<file path="config.mk">
export PLATFORM = sky130hd
export DESIGN_NAME = alu_issue_stage
export DESIGN_NICKNAME = d
export VERILOG_FILES = /design/src/rtl/alu_issue_stage.sv
export SDC_FILE = /design/constraint.sdc
export NUM_CORES = 1
export LEC_CHECK = 0
export ABC_AREA = 1
export CORE_ASPECT_RATIO = 0.6
export CORE_MARGIN = 8
export CORE_UTILIZATION = 40
export DETAILED_ROUTE_END_ITERATION = 12
export GPL_ROUTABILITY_DRIVEN = 0
export GPL_TIMING_DRIVEN = 0
export HOLD_SLACK_MARGIN = 0.02
export PLACE_DENSITY = 0.69
export SETUP_SLACK_MARGIN = 0.2
export SLEW_MARGIN = 20
export SYNTH_ARGS = -nofsm -noshare
export SYNTH_HDL_FRONTEND = slang
export SYNTH_SLANG_ARGS = --single-unit
</file>
<file path="constraint.sdc">
create_clock -name clk -period 3.9 [get_ports clk]
set_input_delay 1.17 -clock clk [delete_from_list [all_inputs] [get_ports clk]]
set_output_delay 1.17 -clock clk [all_outputs]
set_load 0.1 [all_outputs]
</file>
<file path="src/rtl/alu_issue_stage.sv">
// alu_issue_stage: decodes MIPS ALU instructions into ALU operands/func behind a 2-entry skid buffer
module alu_issue_stage #(
  parameter int DATA_W = 32,
  parameter int REG_AW = 5
) (
  input  logic              clk,
  input  logic              rst_n,
  input  logic              flush,
  input  logic              in_valid,
  output logic              in_ready,
  input  logic [31:0]       in_instr,
  input  logic [DATA_W-1:0] in_rs_val,
  input  logic [DATA_W-1:0] in_rt_val,
  output logic              out_valid,
  input  logic              out_ready,
  output logic [DATA_W-1:0] alu_in1,
  output logic [DATA_W-1:0] alu_in2,
  output logic [3:0]        alu_func,
  output logic [REG_AW-1:0] out_dest,
  output logic              out_illegal
);
  typedef struct packed {
    logic [DATA_W-1:0] in1;
    logic [DATA_W-1:0] in2;
    logic [3:0]        func;
    logic [REG_AW-1:0] dest;
    logic              illegal;
  } entry_t;
  localparam entry_t RST = '{in1: '0, in2: '0, func: 4'b0100, dest: '0, illegal: 1'b0};
  localparam entry_t ILL = '{in1: '0, in2: '0, func: 4'b0100, dest: '0, illegal: 1'b1};
  logic [5:0] op, fn;
  logic [15:0] imm;
  logic [DATA_W-1:0] sext, zext;
  logic ill;
  logic unused_bits;
  entry_t dec, main_q, skid_q;
  logic main_v, skid_v, rdy, accept, drain;
  assign op = in_instr[31:26];
  assign fn = in_instr[5:0];
  assign imm = in_instr[15:0];
  assign sext = {{(DATA_W-16){imm[15]}}, imm};
  assign zext = {{(DATA_W-16){1'b0}}, imm};
  assign unused_bits = ^{in_instr[25:21], in_instr[10:6]};
  always_comb begin
    dec = '{in1: in_rs_val, in2: sext, func: 4'b0100, dest: in_instr[20:16], illegal: 1'b0};
    ill = 1'b0;
    case (op)
      6'h00: begin
        dec.in2 = in_rt_val;
        dec.dest = in_instr[15:11];
        case (fn)
          6'h20, 6'h21: dec.func = 4'b0100;
          6'h22, 6'h23: dec.func = 4'b1100;
          6'h24:        dec.func = 4'b0000;
          6'h25:        dec.func = 4'b0001;
          6'h26:        dec.func = 4'b0010;
          6'h2A:        dec.func = 4'b1101;
          6'h2B:        dec.func = 4'b0110;
          default:      ill = 1'b1;
        endcase
      end
      6'h08, 6'h09: dec.func = 4'b0100;
      6'h0A: dec.func = 4'b1101;
      6'h0B: dec.func = 4'b0110;
      6'h0C: begin dec.in2 = zext; dec.func = 4'b0000; end
      6'h0D: begin dec.in2 = zext; dec.func = 4'b0001; end
      6'h0E: begin dec.in2 = zext; dec.func = 4'b0010; end
      6'h0F: begin dec.in1 = '0; dec.in2 = {imm, {(DATA_W-16){1'b0}}}; end
      default: ill = 1'b1;
    endcase
    if (ill) dec = ILL;
  end
  assign accept = in_valid & rdy;
  assign drain = main_v & out_ready;
  // in_ready is registered: it reflects whether the skid slot will be empty next cycle
  always_ff @(posedge clk) begin
    if (!rst_n) begin
      main_v <= 1'b0;
      skid_v <= 1'b0;
      rdy <= 1'b0;
      main_q <= RST;
      skid_q <= RST;
    end else if (flush) begin
      main_v <= 1'b0;
      skid_v <= 1'b0;
      rdy <= 1'b1;
    end else begin
      if (!main_v || drain) begin
        main_v <= skid_v | accept;
        if (skid_v || accept) main_q <= skid_v ? skid_q : dec;
        skid_v <= 1'b0;
      end else if (accept) begin
        skid_v <= 1'b1;
        skid_q <= dec;
      end
      rdy <= ~(main_v & ~drain & (skid_v | accept));
    end
  end
  assign in_ready = rdy;
  assign out_valid = main_v;
  assign alu_in1 = main_q.in1;
  assign alu_in2 = main_q.in2;
  assign alu_func = main_q.func;
  assign out_dest = main_q.dest;
  assign out_illegal = main_q.illegal;
endmodule
</file>
After elaboration in Yosys (flattened, before gate mapping)
Cells that the tools add are included.
- flip-flop bits (word level): 151
- bits in latches: 0
- RAM bits: 0
- bits in read-only memories: 0
- input port bits: 101
- output and inout bits: 76
- word-level logic and storage cells: 62
- memories: 0
- add/subtract/negate cells: 0
- multipliers: 0
- divide/modulo/power cells: 0
- $lt $le $gt $ge: 0
- equal/unequal tests: 17
- shift operators: 0
- mux-type cells: 10
- bitwise operators: 10
- reductions and logical operators: 12
- operator list (kind ; count):
    74-bit 2-to-1 mux ; 2
    32-bit one-hot mux with 3 select lines ; 1
    6-bit equality test (second input constant) ; 9
    6-bit by 4-bit equality test with 1-bit output (second input constant) ; 8
    4-bit one-hot mux with 6 select lines ; 2
    32-bit 2-to-1 mux ; 1
    9-bit OR reduction ; 1
    8-bit OR reduction ; 1
    6-bit zero test ; 1
    3-bit AND reduction ; 2
    3-bit OR reduction ; 2
    5-bit 2-to-1 mux ; 1
    1-bit NOT ; 5
    1-bit AND ; 4
    2-bit OR reduction ; 2
    1-bit logical OR ; 2
    1-bit 2-to-1 mux ; 2
    1-bit one-hot mux with 2 select lines ; 1
    1-bit zero test ; 1
    1-bit bitwise OR ; 1

Logic depth before layout (Yosys ltp)
- word-level depth: 6
- gate-level depth with buffers: 10
- depth with buffers taken out: 9

Worst setup path before layout
No wires, ideal clock.
- kind: in2reg
- from: in in_instr[31]
- to: reg skid_q[10] in the netlist's numbering
- setup time: 0.128 ns
- arrival: 2.267 ns
- data required time: 3.772 ns
- setup slack: 1.505 ns
- cell stages on the path: 9
- buffers on the path: 1
- path through: nor2_4 > nand3_4 > nor2_2 > nand3_2 > nand2_4 > inv_2 > buf_4 > nand2_1 > a21oi_1
- cells in the longest elaborated chain, start to end: 4
- elaborated cells on any way between the ends: 14
- classes of those cells: eq/ne (8); mux (3); reduce/logical (3)
- ends and longest elaborated chain (item ; RTL line ; text):
    start, declared ; 11 ; input logic [31:0] in_instr,
    6-bit by 4-bit equality test with 1-bit output ; 47 ; case (op)
    8-bit OR reduction (no line) or 3-bit OR reduction (tied branches) ; -- ;
    1-bit one-hot mux with 2 select lines or 32-bit one-hot mux with 3 select lines (tied branches) ; 47 ;
    74-bit 2-to-1 mux * ; 71 ; if (ill) dec = ILL;
    end signal, assigned ; 82 ; skid_q <= RST;
    end signal, assigned ; 94 ; skid_q <= dec;
    end, declared ; 36 ; entry_t dec, main_q, skid_q;
Every way passes the cells marked *; elsewhere a longest branch is shown, timed or not.
A chain may end at the register's enable or synchronous reset.

Worst setup path after layout
- from: reg rdy (netlist: in_ready)
- to: out in_ready
- RTL lines (item ; RTL line ; text):
    start, declared ; 37 ; logic main_v, skid_v, rdy, accept, drain;
    start signal, assigned ; 96 ; rdy <= ~(main_v & ~drain & (skid_v | accept));
    end, declared ; 10 ; output logic in_ready,
No word-level cell between the ends.

==> flow_summary.toml <==
[setup_path]
cp-end-kind = "primary output"
worst_r2r_path_depth = 8
cp.depth = 1
critPathBufInv = 1
cp_top_family = "buffers and inverters"
crit_type = "reg -> out"
critPathRequiredTime_ps = 2730
slowest_stage = "clkdlybuf4s50_1"
max_stage_delay_ps = 1220
cp-start-kind = "flop"
cp.arrival_ps = 2010
path_cells = "clkdlybuf4s50_1"
cp_max_fo = 3

[layout]
final_cell_mix = "201 x a21oi_1, 170 x clkdlybuf4s50_1, 153 x nand2_1, 151 x o21ai_0, 151 x dfxtp_1"
multiInputGateArea_um2 = 3560
final_layout_size_suffix_gt1_frac = 0.0472
regArea_um2 = 3020
final_net_count = 1337
syn_to_final_growth_pct = 36.0
fillers = 1732
antenna_cells = 0
final_common_cell = "a21oi_1"

[clocking]
post_cts.repair.setup_buffers = 0
postCtsHoldBufs = 0
cts.path.max_buffers = 2
cts_tree = "built"
cts-htree-levels = 4
clk_latency_ps = 430
numCtsBuffers = 17
clock_sinks = 151
cts.reportedPaths.clkPinSlew_ps = 60
post_cts_resized = 0
cts-root-buf = "clkbuf_16"

[sta]
finClkSkew_ps = 10.6
setup_viol = 0
layout_min_cycle_time_ps = 3180
slew_headroom = 0.262
hold_viol_final = 0
hold_ws_ps = 477
finalCritPeriodShare = 0.815
rsz0062_at_grt = "no"
max_freq_mhz = 314
setup_tns_ps = 0
tightest_slew_ps = 1100
slew_violations = 0

[placed_design]
port-buffer-count = 170
dp_hpwl_um = 20200

[drt]
drt_iter0_drc = 1167
first_pass_iters = 7
vias = 8280
drt_wl_total_um = 27500
route.detailed.drc = 0
viasPerCell = 5.56
antenna_left = 0
wl_per_cell_um = 18.4

[yosys]
synth.distinct_cells = 24
async_flop_share = 0
synth_edf_count = 0
syn_area_um2 = 7200
synth_nets = 1148
synth-main-ff-cell = "dfxtp_1"
syn-mean-instance-area_um2 = 6.88
yosys_warnings = 0
synthCells = 1047
ys_ff_latch = 151
ys_seq_area_frac = 0.420

[power_and_ir_drop]
peakVddDrop_uv = 307
power_density_nw_per_um2 = 414
p_leak_nw = 3.85

[worst_hold_path]
hold_class = "reg -> reg"
hold_depth = 2

[die]
start_util = 0.404
die_area_um2 = 22700
core_um2 = 17800
die-width_um = 189
die-height_um = 120
ioPinCount = 177
num_rows = 38

[grt]
grt_pass1_wl_um = 43400
grt_pass1_vias = 7845
antenna_found_initial = 1
grt_util_all_layers = 0.236
grt-ovfl-total = 0
grt_max_degree = 17

[status]
outcome = "finished, final reports clean"

[flow_run]
maxCapViolations = 0
where the power goes:
| part | switching [mW] | leakage [nW] | internal [mW] |
|---|---|---|---|
| registers | 0.0238 | 1.23 | 1.59 |
| clock network | 0.688 | 0.280 | 1.01 |
| logic | 0.523 | 2.34 | 0.223 |
state kept, by name (all words and copies together), names as in the netlist:
register / count
skid_v: 1
skid_q: 74
in_ready: 1
out_valid: 1
out_dest: 5
out_illegal: 1
alu_func: 4
alu_in1: 32
alu_in2: 32
metrics by stage:
step | cells | util | setup WS (ps) | cell area, um2 | total power [mW]
after global routing | 1489 | 0.549 | 674 | 9790 | 4.15
after CTS | 1489 | 0.549 | 727 | 9790 | 4.05
after floorplan | 1047 | - | 1500 | 7200 | 2.11
after detailed placement | 1457 | 0.516 | 501 | 9200 | 2.38
after global placement | 1457 | 0.516 | 552 | 9200 | 2.38
final | 1489 | 0.549 | 720 | 9790 | 4.05
per-layer routing:
metal / share of wire / wire (um) / GRT usage
met1: 0.49 / 13300 / 0.353
met2: 0.40 / 11100 / 0.325
met3: 0.10 / 2740 / 0.0689
met4: 0.011 / 312 / 0.0535
met5: 0.00029 / 8 / 0
final cells by class:
type | instances | area share
inverters | 56 | 0.0215
repair buffers | 170 | 0.174
clock inverters | 12 | 0.0157
well taps | 240 | 0.0307
multi-input cells | 744 | 0.364
flip-flops and latches | 151 | 0.309
plain buffers | 96 | 0.0409
clock buffers | 20 | 0.0446
synthesized netlist by cell type, types with 4 or more instances:
library cell	number	area (um2)
dfxtp_1	151	3020
nand3_1	57	285
clkbuf_1	73	274
buf_2	11	55.1
a21oi_1	201	1010
buf_1	5	18.8
nor2_1	95	357
nand4_1	71	444
o21ai_0	151	756
inv_1	54	203
nor2_4	4	45.0
nand2_1	153	574
buf_4	7	52.6
path summary, 6_finish.rpt:
kind / start / end / slack, ps
worst max-delay path: in_ready$_SDFF_PN0_ / in_ready / 720
worst max register to register: out_valid$_SDFFE_PP0N_ / skid_q[36]$_SDFFE_PN0P_ / 1660
worst min-delay path: skid_q[8]$_SDFFE_PN1P_ / skid_q[8]$_SDFFE_PN1P_ / 480
worst min register to register: skid_q[8]$_SDFFE_PN1P_ / skid_q[8]$_SDFFE_PN1P_ / 480
logic make-up (layout without fill, tap and decap cells):
family | Yosys count | in the layout | share of synthesized area
flops | 151 | 151 | 0.420
simple gates | 388 | 388 | 0.246
compound gates | 356 | 356 | 0.249
buf+inv | 152 | 354 | 0.0848
No activity file was read; power rests on OpenSTA's default activity.
